**src/rtl/reg_dump_unit_if.sv**
```systemverilog
// ----------------------------------------------------------------------------
// reg_dump_unit_if
//   Output word stream of the register dump engine: one indexed register
//   value per transfer, moved over a valid/ready handshake.
//
//   out_data   WIDTH   captured register value
//   out_idx    ADDR_W  register index that out_data came from
//   out_valid  1       out_data/out_idx are valid
//   out_ready  1       consumer takes the word when out_valid & out_ready
//
//   master : the dump engine (drives data/idx/valid, samples ready)
//   slave  : the consumer    (drives ready, samples data/idx/valid)
// ----------------------------------------------------------------------------
interface reg_dump_unit_if #(
    parameter int WIDTH  = 16,
    parameter int ADDR_W = 3
);
    logic [WIDTH-1:0]  out_data;
    logic [ADDR_W-1:0] out_idx;
    logic              out_valid;
    logic              out_ready;

    modport master (
        output out_data,
        output out_idx,
        output out_valid,
        input  out_ready
    );

    modport slave (
        input  out_data,
        input  out_idx,
        input  out_valid,
        output out_ready
    );
endinterface

```
**src/rtl/reg_dump_unit.sv**
```systemverilog
// ----------------------------------------------------------------------------
// reg_dump_unit
//   Debug read-out engine for the LC-3 register file. A start request in IDLE
//   latches a register range; the engine then drives the file's read select
//   (SR) one register at a time, captures the combinational read data, and
//   presents each value with its index on a valid/ready stream. A one-cycle
//   done pulse follows the last accepted word.
//
//   clk        in   1       system clock, rising edge
//   reset      in   1       asynchronous active-low reset
//   start      in   1       dump request, only looked at in IDLE
//   first_reg  in   ADDR_W  first register of the range (latched on start)
//   last_reg   in   ADDR_W  last register of the range (latched on start)
//   SR         out  ADDR_W  read select to the register file read port
//   Rdata      in   WIDTH   combinational read data for SR
//   busy       out  1       engine is not IDLE
//   done       out  1       one-cycle pulse after the last word is accepted
//   stream     master modport of reg_dump_unit_if (out_data/out_idx/
//                            out_valid/out_ready)
// ----------------------------------------------------------------------------
module reg_dump_unit #(
    parameter int WIDTH  = 16,
    parameter int ADDR_W = 3
) (
    input  logic              clk,
    input  logic              reset,
    input  logic              start,
    input  logic [ADDR_W-1:0] first_reg,
    input  logic [ADDR_W-1:0] last_reg,
    output logic [ADDR_W-1:0] SR,
    input  logic [WIDTH-1:0]  Rdata,
    output logic              busy,
    output logic              done,
    reg_dump_unit_if.master   stream
);

    typedef enum logic [1:0] {
        S_IDLE = 2'd0,
        S_READ = 2'd1,
        S_SEND = 2'd2,
        S_DONE = 2'd3
    } state_t;

    state_t            state;
    state_t            state_next;
    logic [ADDR_W-1:0] cur;
    logic [ADDR_W-1:0] last_sel;
    logic              accept;

    // ------------------------------------------------------------------
    // State register
    // ------------------------------------------------------------------
    always_ff @(posedge clk or negedge reset) begin
        if (!reset) begin
            state <= S_IDLE;
        end else begin
            state <= state_next;
        end
    end

    // ------------------------------------------------------------------
    // Next state and decoded outputs. Valid, busy, done and SR are pure
    // decodes of the state register, so an asynchronous reset drops them
    // immediately without waiting for a clock edge.
    // ------------------------------------------------------------------
    always_comb begin
        state_next       = state;
        SR               = '0;
        busy             = 1'b1;
        done             = 1'b0;
        stream.out_valid = 1'b0;
        accept           = 1'b0;

        unique case (state)
            S_IDLE: begin
                busy = 1'b0;
                if (start) begin
                    state_next = S_READ;
                end
            end
            S_READ: begin
                SR         = cur;
                state_next = S_SEND;
            end
            S_SEND: begin
                // SR stays on cur while the word waits for the consumer;
                // the captured value does not change because of this.
                SR               = cur;
                stream.out_valid = 1'b1;
                accept           = stream.out_ready;
                if (accept) begin
                    state_next = (cur == last_sel) ? S_DONE : S_READ;
                end
            end
            S_DONE: begin
                done       = 1'b1;
                state_next = S_IDLE;
            end
            default: begin
                state_next = S_IDLE;
            end
        endcase
    end

    // ------------------------------------------------------------------
    // Range walker and output word capture.
    // The file read is combinational, so the value for cur is settled on
    // Rdata during READ and is captured on the edge that leaves READ. A
    // file write landing on that same edge is therefore not seen.
    // ------------------------------------------------------------------
    always_ff @(posedge clk or negedge reset) begin
        if (!reset) begin
            cur             <= '0;
            last_sel        <= '0;
            stream.out_data <= '0;
            stream.out_idx  <= '0;
        end else begin
            unique case (state)
                S_IDLE: begin
                    if (start) begin
                        cur      <= first_reg;
                        last_sel <= last_reg;
                    end
                end
                S_READ: begin
                    stream.out_data <= Rdata;
                    stream.out_idx  <= cur;
                end
                S_SEND: begin
                    // Index wraps modulo the file depth, so a range with
                    // last < first walks through the top register to 0.
                    if (accept && (cur != last_sel)) begin
                        cur <= cur + ADDR_W'(1);
                    end
                end
                default: begin
                end
            endcase
        end
    end

endmodule

```
**src/flat_wrapper.sv**
```systemverilog
// flat-port wrapper written by rule: the top's interface ports become plain ports
module reg_dump_unit_flat 
#(
    parameter int WIDTH  = 16,
    parameter int ADDR_W = 3
)
  (clk, reset, start, first_reg, last_reg, SR, Rdata, busy, done, stream_out_data, stream_out_idx, stream_out_valid, stream_out_ready);
  reg_dump_unit_if #(.WIDTH(WIDTH), .ADDR_W(ADDR_W)) stream_i ();
  input  logic clk;
  input  logic reset;
  input  logic start;
  input  logic [ADDR_W-1:0] first_reg;
  input  logic [ADDR_W-1:0] last_reg;
  output logic [ADDR_W-1:0] SR;
  input  logic [WIDTH-1:0] Rdata;
  output logic busy;
  output logic done;
  output wire logic [$bits(stream_i.out_data)-1:0] stream_out_data;
  output wire logic [$bits(stream_i.out_idx)-1:0] stream_out_idx;
  output wire logic [$bits(stream_i.out_valid)-1:0] stream_out_valid;
  input wire logic [$bits(stream_i.out_ready)-1:0] stream_out_ready;
  assign stream_out_data = stream_i.out_data;
  assign stream_out_idx = stream_i.out_idx;
  assign stream_out_valid = stream_i.out_valid;
  assign stream_i.out_ready = stream_out_ready;
  reg_dump_unit #(.WIDTH(WIDTH), .ADDR_W(ADDR_W)) u_core (.clk(clk), .reset(reset), .start(start), .first_reg(first_reg), .last_reg(last_reg), .SR(SR), .Rdata(Rdata), .busy(busy), .done(done), .stream(stream_i));
endmodule
```
**config.mk**
```make
export PLATFORM = sky130hd
export DESIGN_NAME = reg_dump_unit_flat
export DESIGN_NICKNAME = d
export VERILOG_FILES = /design/src/rtl/reg_dump_unit_if.sv /design/src/rtl/reg_dump_unit.sv /design/src/flat_wrapper.sv
export SDC_FILE = /design/constraint.sdc
export NUM_CORES = 1
export LEC_CHECK = 0
export ABC_AREA = 1
export CAP_MARGIN = 40
export CORE_UTILIZATION = 35
export CTS_CLUSTER_DIAMETER = 40
export DETAILED_ROUTE_END_ITERATION = 12
export PLACE_DENSITY = 0.73
export SLEW_MARGIN = 20
export SYNTH_ARGS = -nofsm -noshare
export SYNTH_HDL_FRONTEND = slang
export SYNTH_SLANG_ARGS = --single-unit
```
**constraint.sdc**
```tcl
create_clock -name clk -period 1.5 [get_ports clk]
set_input_delay 0.3 -clock clk [delete_from_list [all_inputs] [get_ports clk]]
set_output_delay 0.3 -clock clk [all_outputs]
set_load 0.01 [all_outputs]
```
==> impl_metrics.json <==
{
  "port-buffer-count": 50,
  "fin_nets": 218,
  "wl_per_cell_um": 12.3,
  "path_cells": "inv_2 > ha_4 > nand2_2 > inv_1 > buf_2",
  "fin_cells": 232,
  "drt_iter0_drc": 16,
  "p_switching_uw": 1610,
  "num_antenna_cells": 0,
  "ys_seq_area_frac": 0.545,
  "dieWidth_um": 61.5,
  "grt_pass1_wl_um": 4240,
  "finalCritPeriodShare": 1.04,
  "cp_slowest_stage_delay_ps": 420,
  "grtUsageTotal": 0.152,
  "place.detailed.hpwl_um": 2040,
  "core.rowCount": 21,
  "cp_max_fo": 3,
  "worst_slack_ps": -62.3,
  "r2r-start": "u_core.state[0]",
  "routed-wl-met2_um": 1520,
  "worst-setup-path-type": "flip-flop to output pin",
  "sw_frac_of_total": 0.377,
  "gp_congestion": 0.759,
  "final_common_cell": "dfrtp_1",
  "violations": "negative setup slack",
  "drive_gt1_frac": 0.333,
  "synth_area_per_cell_sq_um": 10.4,
  "wl_met3_um": 134,
  "clock_latency_ps": 320,
  "hold_path_class": "input pin to asynchronous set/reset pin",
  "maxCapViolCount": 0,
  "power_frac_seq": 0.304,
  "antenna_found_initial": 0,
  "powerDensity_nw_per_um2": 2120,
  "post-route-min-period_ps": 1560,
  "startpoint_type": "flip-flop",
  "peakVddDrop_mv": 1.24,
  "drc_errors": 0,
  "grt_pass1_vias": 992,
  "start_util": 0.368,
  "crit_family": "flip-flops",
  "finalClockSkew_ps": 10.1,
  "dp.cells": 226,
  "final_cell_mix": "dfrtp_1, clkdlybuf4s50_1, nand2_1",
  "leakagePower_uw": 0.000971,
  "yosysUniqueCellTypes": 16,
  "cp-end-kind": "output pin",
  "p_int_uw": 2660,
  "crit_buf_inv": 3,
  "tightestPinTransition_ps": 341,
  "crit_arrival_ps": 1260,
  "die_y_um": 61.5,
  "max_freq_mhz": 640,
  "final_hold_viol_count": 0,
  "synth_area_sq_um": 1240,
  "power_uw": 4270,
  "tns_ps": -162,
  "max_slew_margin": 0.773,
  "yosys_warnings": 0,
  "areaGrowthSynthToFinish_pct": 62.7,
  "crit_slowest_cell": "dfrtp_1",
  "overflow": 0,
  "io_pins": 51,
  "rsz0062_at_grt": "true",
  "required_ps": 1200,
  "antenna_left": 0,
  "ys_seq_elements": 27,
  "top_layer_used": "met4",
  "final-setup-viol-count": 4,
  "first_pass_iters": 4,
  "synth_cells": 119,
  "cts_tree": "built",
  "cts_buffers": 3,
  "cts-htree-levels": 1,
  "root_buffer": "clkbuf_4",
  "vias_per_cell": 4.59,
  "grt_start_max_net_pins": 28,
  "cp-startpoint": "u_core.state[0]",
  "wl_um": 2850,
  "wl_met1_um": 1180,
  "drv_slew": 0,
  "core_sq_um": 3360,
  "vias": 1064,
  "cts_max_path_buffers": 2,
  "synth_nets": 150,
  "pwr-share-clk": 0.074,
  "numClockSinks": 27,
  "dieArea_sq_um": 3780,
  "comb_power_share": 0.621,
  "clk_pin_slew_worst_paths_ps": 150,
  "status": "complete, but fails checks"
}
## power by group through the flow
stage	sequential, uW	combinational, uW	clock (uW)
after CTS	1290	2370	331
after detailed placement	1310	2500	0
after global placement	1290	2450	0
after floorplan	1440	1110	0
final	1300	2650	317
after global routing	1340	2910	355
## logic make-up after synthesis
group,count (synthesis),share of synthesized area
flops,27,0.545
buf+inv,16,0.0505
simple gates,43,0.141
compound gates,11,0.0576
fa+ha+maj,5,0.0505
mux,17,0.155
## routing by layer
layer  vias to the layer above  global-route usage
li1                        518                   -
met1                       510               0.179
met2                        34               0.276
met3                         2              0.0315
met4                         0              0.0476
met5                         -                   0
## synthesized netlist by cell type, drive strengths merged
master / instances / area [sq um]
mux2: 17 / 191
buf: 2 / 10.0
nor2: 10 / 40.0
ha: 5 / 62.6
o21ai: 3 / 15.0
inv: 14 / 52.6
a21boi: 1 / 7.51
nand2: 30 / 120
a21o: 1 / 7.51
a21oi: 6 / 41.3
nand3: 3 / 15.0
dfrtp: 27 / 676
## registers in the layout, summed over array words and instances, names as in the netlist
name and cells:
u_core.state 2, u_core.last_sel 3, u_core.cur 3, u_core.stream.out_data 16, u_core.stream.out_idx 3
## repair_timing
item	in CTS	in global routing
cloned	0	2
buffers inserted	1	0
pin swaps	3	5
endpoints found under the setup margin	28	20
hold buffers	0	0
resized for setup	52	14
## final timing paths
| check | endpoint | slack [ps] | cells past startpoint |
|---|---|---|---|
| min reg2reg | u_core.stream.out_data[13] | 520 | 1 |
| min | u_core.cur[0] | 330 | 2 |
| min in group clk | u_core.stream.out_data[13] | 520 | 1 |
| max | SR[2] | -60 | 5 |
| max reg2reg | u_core.cur[2] | 40 | 10 |
| max in group asynchronous | u_core.stream.out_data[11] | 920 | 2 |
## metrics by stage
step	instance area (sq um)	hold WS (ps)	utilization	worst slack (ps)
after floorplan	1240	4.41	-	147
after CTS	1930	331	0.573	-54.6
after global placement	1900	487	0.564	-98.6
after global routing	2020	352	0.599	-140
final	2020	328	0.599	-62.3
after detailed placement	1900	494	0.564	-130
## cell type report
class,count,area (sq um)
repair buffers,65,636
inverters,14,52.6
multi-input cells,76,564
fillers,323,1350
clock inverters,1,7.51
well taps,46,57.6
flip-flops and latches,27,676
clock buffers,3,22.5
Power figures use the tool's default switching activity.
